**src/rtl/game_lives_multi.sv**
```systemverilog
// Lives/invulnerability tracker for 1..4 players with a registered HUD pip-bar overlay.
// Optional: define GAME_LIVES_BLINK_EN to flash a player's bar while invulnerable.
//
// state     | meaning
// ST_ALIVE  | player can be hit; hits cost a life
// ST_INVULN | post-hit window, counter running, hits ignored
// ST_DEAD   | no lives left; only restart/reset leave this state
module game_lives_multi #(
    parameter int          N_PLAYERS     = 2,
    parameter int          MAX_LIVES     = 5,
    parameter int          INVULN_CYCLES = 150000000,
    parameter int          HUD_X0        = 550,
    parameter int          HUD_Y0        = 20,
    parameter int          ROW_PITCH     = 10,
    parameter int          PIP_W         = 4,
    parameter int          PIP_H         = 8,
    parameter logic [47:0] PLAYER_RGB    = {4{12'hA00}},
    parameter int          BLINK_BIT     = 23
) (
    input  logic                     clk,
    input  logic                     reset_n,
    input  logic [9:0]               x,
    input  logic [9:0]               y,
    input  logic [N_PLAYERS-1:0]     hb_on,
    input  logic                     enemy_on,
    input  logic                     exp_on,
    input  logic [N_PLAYERS-1:0]     extra_life,
    input  logic                     restart,
    output logic [3*N_PLAYERS-1:0]   lives,
    output logic [N_PLAYERS-1:0]     invuln,
    output logic [N_PLAYERS-1:0]     hit_pulse,
    output logic [N_PLAYERS-1:0]     dead,
    output logic                     gameover,
    output logic                     hud_on,
    output logic [11:0]              hud_rgb
);

    localparam int              CW        = $clog2(INVULN_CYCLES + 1);
    localparam int              PW_B      = $clog2(PIP_W);
    localparam logic [2:0]      LIVES_MAX = 3'(MAX_LIVES);
    localparam logic [CW-1:0]   CNT_LOAD  = CW'(INVULN_CYCLES);
    localparam logic [PW_B-1:0] PIP_LAST  = PW_B'(PIP_W - 1);
    localparam logic [11:0]     X0        = 12'(HUD_X0);

    typedef enum logic [1:0] {ST_ALIVE, ST_INVULN, ST_DEAD} state_t;

    state_t               state_q [N_PLAYERS];
    state_t               state_d [N_PLAYERS];
    logic [2:0]           lives_q [N_PLAYERS];
    logic [2:0]           lives_d [N_PLAYERS];
    logic [CW-1:0]        cnt_q   [N_PLAYERS];
    logic [CW-1:0]        cnt_d   [N_PLAYERS];
    logic [N_PLAYERS-1:0] hit;
    logic [N_PLAYERS-1:0] hit_pulse_d;
    logic [N_PLAYERS-1:0] row_lit;
    logic [11:0]          x_ext, y_ext, d;
    logic                 hud_on_d;
    logic [11:0]          hud_rgb_d;

    function automatic logic [2:0] inc_sat(input logic [2:0] v);
        return (v < LIVES_MAX) ? v + 3'd1 : v;
    endfunction

    assign hit = hb_on & {N_PLAYERS{enemy_on | exp_on}};

    always_ff @(posedge clk or negedge reset_n) begin
        if (!reset_n) begin
            for (int i = 0; i < N_PLAYERS; i++) begin
                state_q[i] <= ST_ALIVE;
                lives_q[i] <= LIVES_MAX;
                cnt_q[i]   <= '0;
            end
            hit_pulse <= '0;
            hud_on    <= 1'b0;
            hud_rgb   <= 12'h000;
        end else begin
            for (int i = 0; i < N_PLAYERS; i++) begin
                state_q[i] <= state_d[i];
                lives_q[i] <= lives_d[i];
                cnt_q[i]   <= cnt_d[i];
            end
            hit_pulse <= hit_pulse_d;
            hud_on    <= hud_on_d;
            hud_rgb   <= hud_rgb_d;
        end
    end

    always_comb begin
        hit_pulse_d = '0;
        for (int i = 0; i < N_PLAYERS; i++) begin
            state_d[i] = state_q[i];
            lives_d[i] = lives_q[i];
            cnt_d[i]   = cnt_q[i];
            if (restart) begin
                state_d[i] = ST_ALIVE;
                lives_d[i] = LIVES_MAX;
                cnt_d[i]   = '0;
            end else begin
                unique case (state_q[i])
                    ST_ALIVE: begin
                        if (hit[i]) begin
                            hit_pulse_d[i] = 1'b1;
                            // a simultaneous pickup cancels the life loss, even at 1 life
                            if (extra_life[i] || lives_q[i] > 3'd1) begin
                                if (!extra_life[i]) lives_d[i] = lives_q[i] - 3'd1;
                                state_d[i] = ST_INVULN;
                                cnt_d[i]   = CNT_LOAD;
                            end else begin
                                lives_d[i] = 3'd0;
                                state_d[i] = ST_DEAD;
                            end
                        end else if (extra_life[i]) begin
                            lives_d[i] = inc_sat(lives_q[i]);
                        end
                    end
                    ST_INVULN: begin
                        if (extra_life[i]) lives_d[i] = inc_sat(lives_q[i]);
                        if (cnt_q[i] == CW'(1)) begin
                            state_d[i] = ST_ALIVE;
                            cnt_d[i]   = '0;
                        end else begin
                            cnt_d[i] = cnt_q[i] - CW'(1);
                        end
                    end
                    default: ;
                endcase
            end
        end
    end

    always_comb begin
        x_ext     = {2'b00, x};
        y_ext     = {2'b00, y};
        d         = x_ext - X0 - 12'd1;
        hud_on_d  = 1'b0;
        hud_rgb_d = 12'h000;
        for (int i = 0; i < N_PLAYERS; i++) begin
            row_lit[i] = (x_ext > X0)
                      && (d < 12'(lives_q[i]) * 12'(PIP_W))
                      && (d[PW_B-1:0] != PIP_LAST)
                      && (y_ext > 12'(HUD_Y0 + i * ROW_PITCH))
                      && (y_ext < 12'(HUD_Y0 + i * ROW_PITCH + PIP_H));
`ifdef GAME_LIVES_BLINK_EN
            if (state_q[i] == ST_INVULN && cnt_q[i][BLINK_BIT]) row_lit[i] = 1'b0;
`endif
        end
        // walk high-to-low so the lowest-index lit row ends up selected
        for (int i = N_PLAYERS - 1; i >= 0; i--) begin
            if (row_lit[i]) begin
                hud_on_d  = 1'b1;
                hud_rgb_d = PLAYER_RGB[12*i +: 12];
            end
        end
    end

    always_comb begin
        for (int i = 0; i < N_PLAYERS; i++) begin
            lives[3*i +: 3] = lives_q[i];
            invuln[i]       = (state_q[i] == ST_INVULN);
            dead[i]         = (state_q[i] == ST_DEAD);
        end
        gameover = &dead;
    end

endmodule
```
**config.mk**
```make
export PLATFORM = sky130hd
export DESIGN_NAME = game_lives_multi
export DESIGN_NICKNAME = d
export VERILOG_FILES = /design/src/rtl/game_lives_multi.sv
export SDC_FILE = /design/constraint.sdc
export NUM_CORES = 1
export LEC_CHECK = 0
export ABC_CLOCK_PERIOD_IN_PS = 2200
export CORE_UTILIZATION = 25
export DETAILED_ROUTE_END_ITERATION = 7
export PLACE_DENSITY = 0.54
export SYNTH_ARGS = -nofsm -noshare
export SYNTH_HDL_FRONTEND = slang
export SYNTH_SLANG_ARGS = --single-unit
```
**constraint.sdc**
```tcl
create_clock -name clk -period 2.2 [get_ports clk]
set_input_delay 0.44 -clock clk [delete_from_list [all_inputs] [get_ports clk]]
set_output_delay 0.44 -clock clk [all_outputs]
set_load 0.1 [all_outputs]
```
* Yosys cells after proc, flatten, opt, wreduce, memory -nomap -nowiden
Cells that the tools add are included. W data, S select, Z words.
Operators by class: bitwise gates (word level) 2, $lt $le $gt $ge 11, equal/unequal tests 15, muxes and demuxes 44, reduce and logical (&&, ||, !) cells 21, add/sub/neg operators 8
Operator list (number):
- $mux W28 | 8
- $pmux W28 S2 | 2
- $eq A28 B1 Y1 const B | 2
- $sub A28 B1 Y28 const B | 2
- $mux W3 | 12
- $lt A12 B5 Y1 | 2
- $mux W12 | 2
- $gt A10 B5 Y1 const B | 2
- $mux W2 | 8
- $ne A3 B3 Y1 const B | 4
- $pmux W3 S2 | 2
- $reduce_and A3 Y1 | 4
- $sub A11 B2 Y12 const B | 1
- $sub A10 B10 Y11 const B | 1
- $gt A10 B10 Y1 const B | 1
- $lt A10 B5 Y1 const B | 1
- $lt A10 B6 Y1 const B | 1
- $ne A5 B5 Y1 const B | 2
- $logic_and A1 B1 Y1 | 8
- $mux W1 | 8
- $pmux W2 S2 | 2
- $add A3 B1 Y3 const B | 2
- $gt A3 B1 Y1 const B | 2
- $lt A3 B3 Y1 const B | 2
- 11 further kinds | 20
Storage, ports and cells: bits in registers 81, output and inout bits 26, input port bits 29, logic and storage cells 110

* Logic depth before layout (Yosys ltp)
depth in word-level cells 9, gate-level depth with buffers 12, mapped depth without buffers 11

* Least setup slack after synthesis
OpenSTA, ideal clock, no wires.
path kind register -> output, start point reg state_q[3] (netlist name), end point out gameover, arrival 2977 ps, stages on the path, launching flop included 4, data required time 1760 ps, path buffers 1, setup slack -1217 ps, path through dfrtp_1 -> clkbuf_1 -> nor2b_1 -> and3_1
On the way: longest elaborated chain between the ends 2
RTL lines:
- start: declaration | line 47 | state_t state_q [N_PLAYERS];
- start signal: indexed assignment | line 78 | state_q[i] <= state_d[i];
- $eq A2 B2 Y1 | line 160 | dead[i] = (state_q[i] == ST_DEAD);
- named net dead[0] | line 32 | output logic [N_PLAYERS-1:0] dead,
- $reduce_and A2 Y1 | line 162 | gameover = &dead;
- end: declaration | line 33 | output logic gameover,
The timed path passes the listed nets, and every way through them passes these cells.

* Worst setup path in the final report
start point reg cnt_q[23] (netlist name), end point reg cnt_q[15] (netlist name)
On the way: longest elaborated chain between the ends 4
RTL lines:
- start: declaration | line 51 | logic [CW-1:0] cnt_q [N_PLAYERS];
- start signal: indexed assignment | line 80 | cnt_q[i] <= cnt_d[i];
- $eq A28 B1 Y1 | line 118 | if (cnt_q[i] == CW'(1)) begin
- $mux W28 | line 118
- $pmux W28 S2 | line 99 | unique case (state_q[i])
- $mux W28 | line 94 | if (restart) begin
Every way passes these cells. A chain may end at the register's enable or synchronous reset.

==> results.ini <==
[status]
run_status=complete, but fails checks
violations=design-rule violations, negative setup slack

[place]
dp_hpwl_mm=10.32
dpl_worst_slack_ns=-0.9907
io_buffer_count=44
routabilityCongestion=0.8752
placement.cell_area_sq_um=6307

[synth]
synth_sequential_area_ratio=0.3679
synth_xor_area_frac=0.05396
multiplexer_fraction_of_the_synthesized_cell_area=0.006380
synth_ff_type=sky130_fd_sc_hd__dfrtp_1
synth-simple-area-share=0.2485
syn-mean-instance-area_sq_um=8.733
syn-cell-area_sq_um=4707
synthAdderAreaFrac=0.03987
netlist_top_cells_area=sky130_fd_sc_hd__dfrtp_1 35%, sky130_fd_sc_hd__nor2_1 5.2%, sky130_fd_sc_hd__xor2_1 4.5%, sky130_fd_sc_hd__ha_1 4.0%, sky130_fd_sc_hd__o21ai_0 3.1%
main_combinational_cell_family_by_area_after_synthesis=simple AND/OR/NAND/NOR gates
synthCells=539
ys_ff_latch=69
synth_top_area_frac=0.3456
yosysWarnings=0
synth.top_cells.by_count=65 x sky130_fd_sc_hd__dfrtp_1, 65 x sky130_fd_sc_hd__nor2_1, 29 x sky130_fd_sc_hd__o21ai_0
post_synth_edffs=0
compound_cell_area_share_of_the_yosys_netlist=0.2228
synth_cell_types=71
synth_async_sr_flop_share=1.000
synth_top_area_cell=sky130_fd_sc_hd__dfrtp_1

[timing]
timing.final.crit_period_ns=2.332
hold-worst-slack_ns=0.5087
post_route_setup_slack_ns=-0.1318
finClkSkew_ns=0.005295
worst_pin_slew_ns=0.4981
finalMaxSlewViolations=0
setup_viol_count_final=24
fmax_mhz=428.9
hold_viol=0
worst_slew_margin_rel=0.6638
timing.setup.tns_ns=-1.293
finalCritPeriodShare=1.060
unrepaired_setup_endpoints_after_global_routing=yes

[clock_tree]
cts-htree-levels=3
clock_transition_at_the_registers_of_the_reported_paths_ns=0.06
cts_max_path_buffers=2
tritoncts.num_buffers=9
cts.sink_count=69
clkLatencyLatePin_ns=0.34
cts_tree=yes
clock-root-buffer=sky130_fd_sc_hd__clkbuf_16

[grt]
grtUsageTotal=0.1497
global_routing_s_busiest_layer=met2
use_met3=0.03441
grt_start_max_net_pins=41
met2_usage=0.2467
globalRouteMet1Util=0.1912
global_route_wire_length_before_repair_mm=23.17
initial_antenna_violation_count=0
number_of_global_route_vias_before_repair=4719
grt-ovfl-total=0

[worst_setup_path]
critical-path-top-cell-by-count=sky130_fd_sc_hd__or4_4
regToRegStartpoint=cnt_q[23]
setup_crit_start_kind=flip-flop
worst_stage_delay_on_the_critical_path_ns=0.59
cp-startpoint=cnt_q[23]
crit_slowest_cell=sky130_fd_sc_hd__or4_4
path_cells=or4_4 > or4_4 > o21ai_4 > buf_12 > nor3_2 > a221o_1
crit_path_max_fanout=5
end_kind=flip-flop
path_class=flip-flop to flip-flop
crit_arrival_ns=2.55
cp_data_required_time_ns=2.42

[route]
vias_per_cell=5.211
via_count=4773
wl_per_cell_um=15.30
drcViolationCount=1
drt_iter0_markers=285
drt_first_pass_iters=8
finalWirelength_mm=14.02
antenna_left=0

[worst_hold_path]
min_from=cnt_q[27]
holdCritPathClass=flip-flop to flip-flop

[finish]
layout.core_utilization=0.3825
num-nets-final=726
post_route_cells_drive_above_1_share=0.3304
stdcell_area_sq_um=6964
flow.area_growth_from_synthesis_pct=47.95
n_antenna_cell=0
fill_cells=1745

[floorplan]
dieArea_sq_um=19380
floorplan.die.height_um=139.2
core_area_sq_um=18210
die_x_um=139.2
initial_utilization=0.2585
num_rows=49
number_of_i_o_pins=55

[power]
power_per_cell_area_nw_per_um2=829.5
irDropWorstVdd_v=0.0004198
leakagePower_nw=2.936

[flow_run]
maxCapViolCount=0

==> stage by stage <==
| step | instances | power [mW] |
|---|---|---|
| floorplan | 548 | 3.133 |
| global placement | 890 | 3.984 |
| detailed placement | 890 | 4.023 |
| CTS | 912 | 5.720 |
| global route | 916 | 6.129 |
| finish | 916 | 5.777 |
==> per-layer routing <==
metal	wire length, um	vias to the layer above
li1	-	2311
met1	6413	2317
met2	6740	126
met3	633	19
met4	230	0
met5	0	-
==> what timing repair did <==
action	CTS	global route
buffers inserted	4	6
pin swaps	30	13
gates resized for setup	45	28
hold buffers	1	0
setup endpoints to repair	28	58
gates cloned	1	0
endpoints found under the hold margin	9	0
==> final timing paths <==
check / to / slack [ns] / cells after the start
worst min register to register: cnt_q[27] / 0.51 / 1
worst min-delay path: cnt_q[27] / 0.51 / 1
worst max register to register: cnt_q[15] / -0.13 / 6
worst max-delay path: cnt_q[15] / -0.13 / 6
min in group asynchronous: cnt_q[3] / 0.52 / 2
max in group asynchronous: lives[0] / 1.07 / 3
==> kinds of logic after synthesis <==
kind of cell,after synthesis
DFF,69
xor gates and xnor gates,29
and+or+nand+nor,216
buffers and inverters,60
muxes,3
other,1
adders and majority gates,15
AOI/OAI and AO/OA,146
==> state kept, by name, indices dropped and copies added (netlist names) <==
signal / count
cnt_q: 56
lives: 6
state_q: 4
hit_pulse: 2
hud_rgb: 1
==> layout make-up <==
cell class / count / area [sq um] / share of cell area
clock buffer: 12 / 256.5 / 0.03683
clock inverter: 4 / 70.07 / 0.01006
inverter: 23 / 86.33 / 0.01240
multi-input combinational: 420 / 3077 / 0.4418
sequential: 69 / 1744 / 0.2504
tap: 229 / 286.5 / 0.04114
timing repair buffer: 159 / 1444 / 0.2073
==> worst max-delay path: cells and delay by family, from the launching register on <==
kind	cells	cell delay (ns)
AND/OR/NAND/NOR	3	1.17
buffers and inverters	1	0.15
AO/OA/AOI/OAI	2	0.51
flip-flops	1	0.38
==> power breakdown <==
group / total, mW / switching, mW / internal (mW)
registers: 1.70 / 0.234 / 1.47
logic: 2.48 / 1.41 / 1.06
clock network: 1.60 / 0.547 / 1.05
total: 5.78 / 2.19 / 3.58
==> layout by cell type (no fill, tap or decap), types with 12 or more instances in the layout <==
| cell | netlist | layout |
|---|---|---|
| sky130_fd_sc_hd__a21oi_1 | 20 | 15 |
| sky130_fd_sc_hd__dfrtp_1 | 65 | 63 |
| sky130_fd_sc_hd__nand2_1 | 25 | 24 |
| sky130_fd_sc_hd__nor3_1 | 20 | 15 |
| sky130_fd_sc_hd__o31ai_1 | 17 | 14 |
| sky130_fd_sc_hd__xor2_1 | 24 | 24 |
| sky130_fd_sc_hd__nand3_1 | 16 | 16 |
| sky130_fd_sc_hd__nand4_1 | 12 | 12 |
| sky130_fd_sc_hd__clkdlybuf4s50_1 | 0 | 24 |
| sky130_fd_sc_hd__inv_1 | 23 | 22 |
| sky130_fd_sc_hd__buf_4 | 12 | 111 |
| sky130_fd_sc_hd__buf_12 | 0 | 12 |
| sky130_fd_sc_hd__o21ai_0 | 29 | 24 |
| sky130_fd_sc_hd__nor2_1 | 65 | 52 |
| sky130_fd_sc_hd__o211ai_1 | 12 | 12 |
No activity file was read; power rests on OpenSTA's default activity.
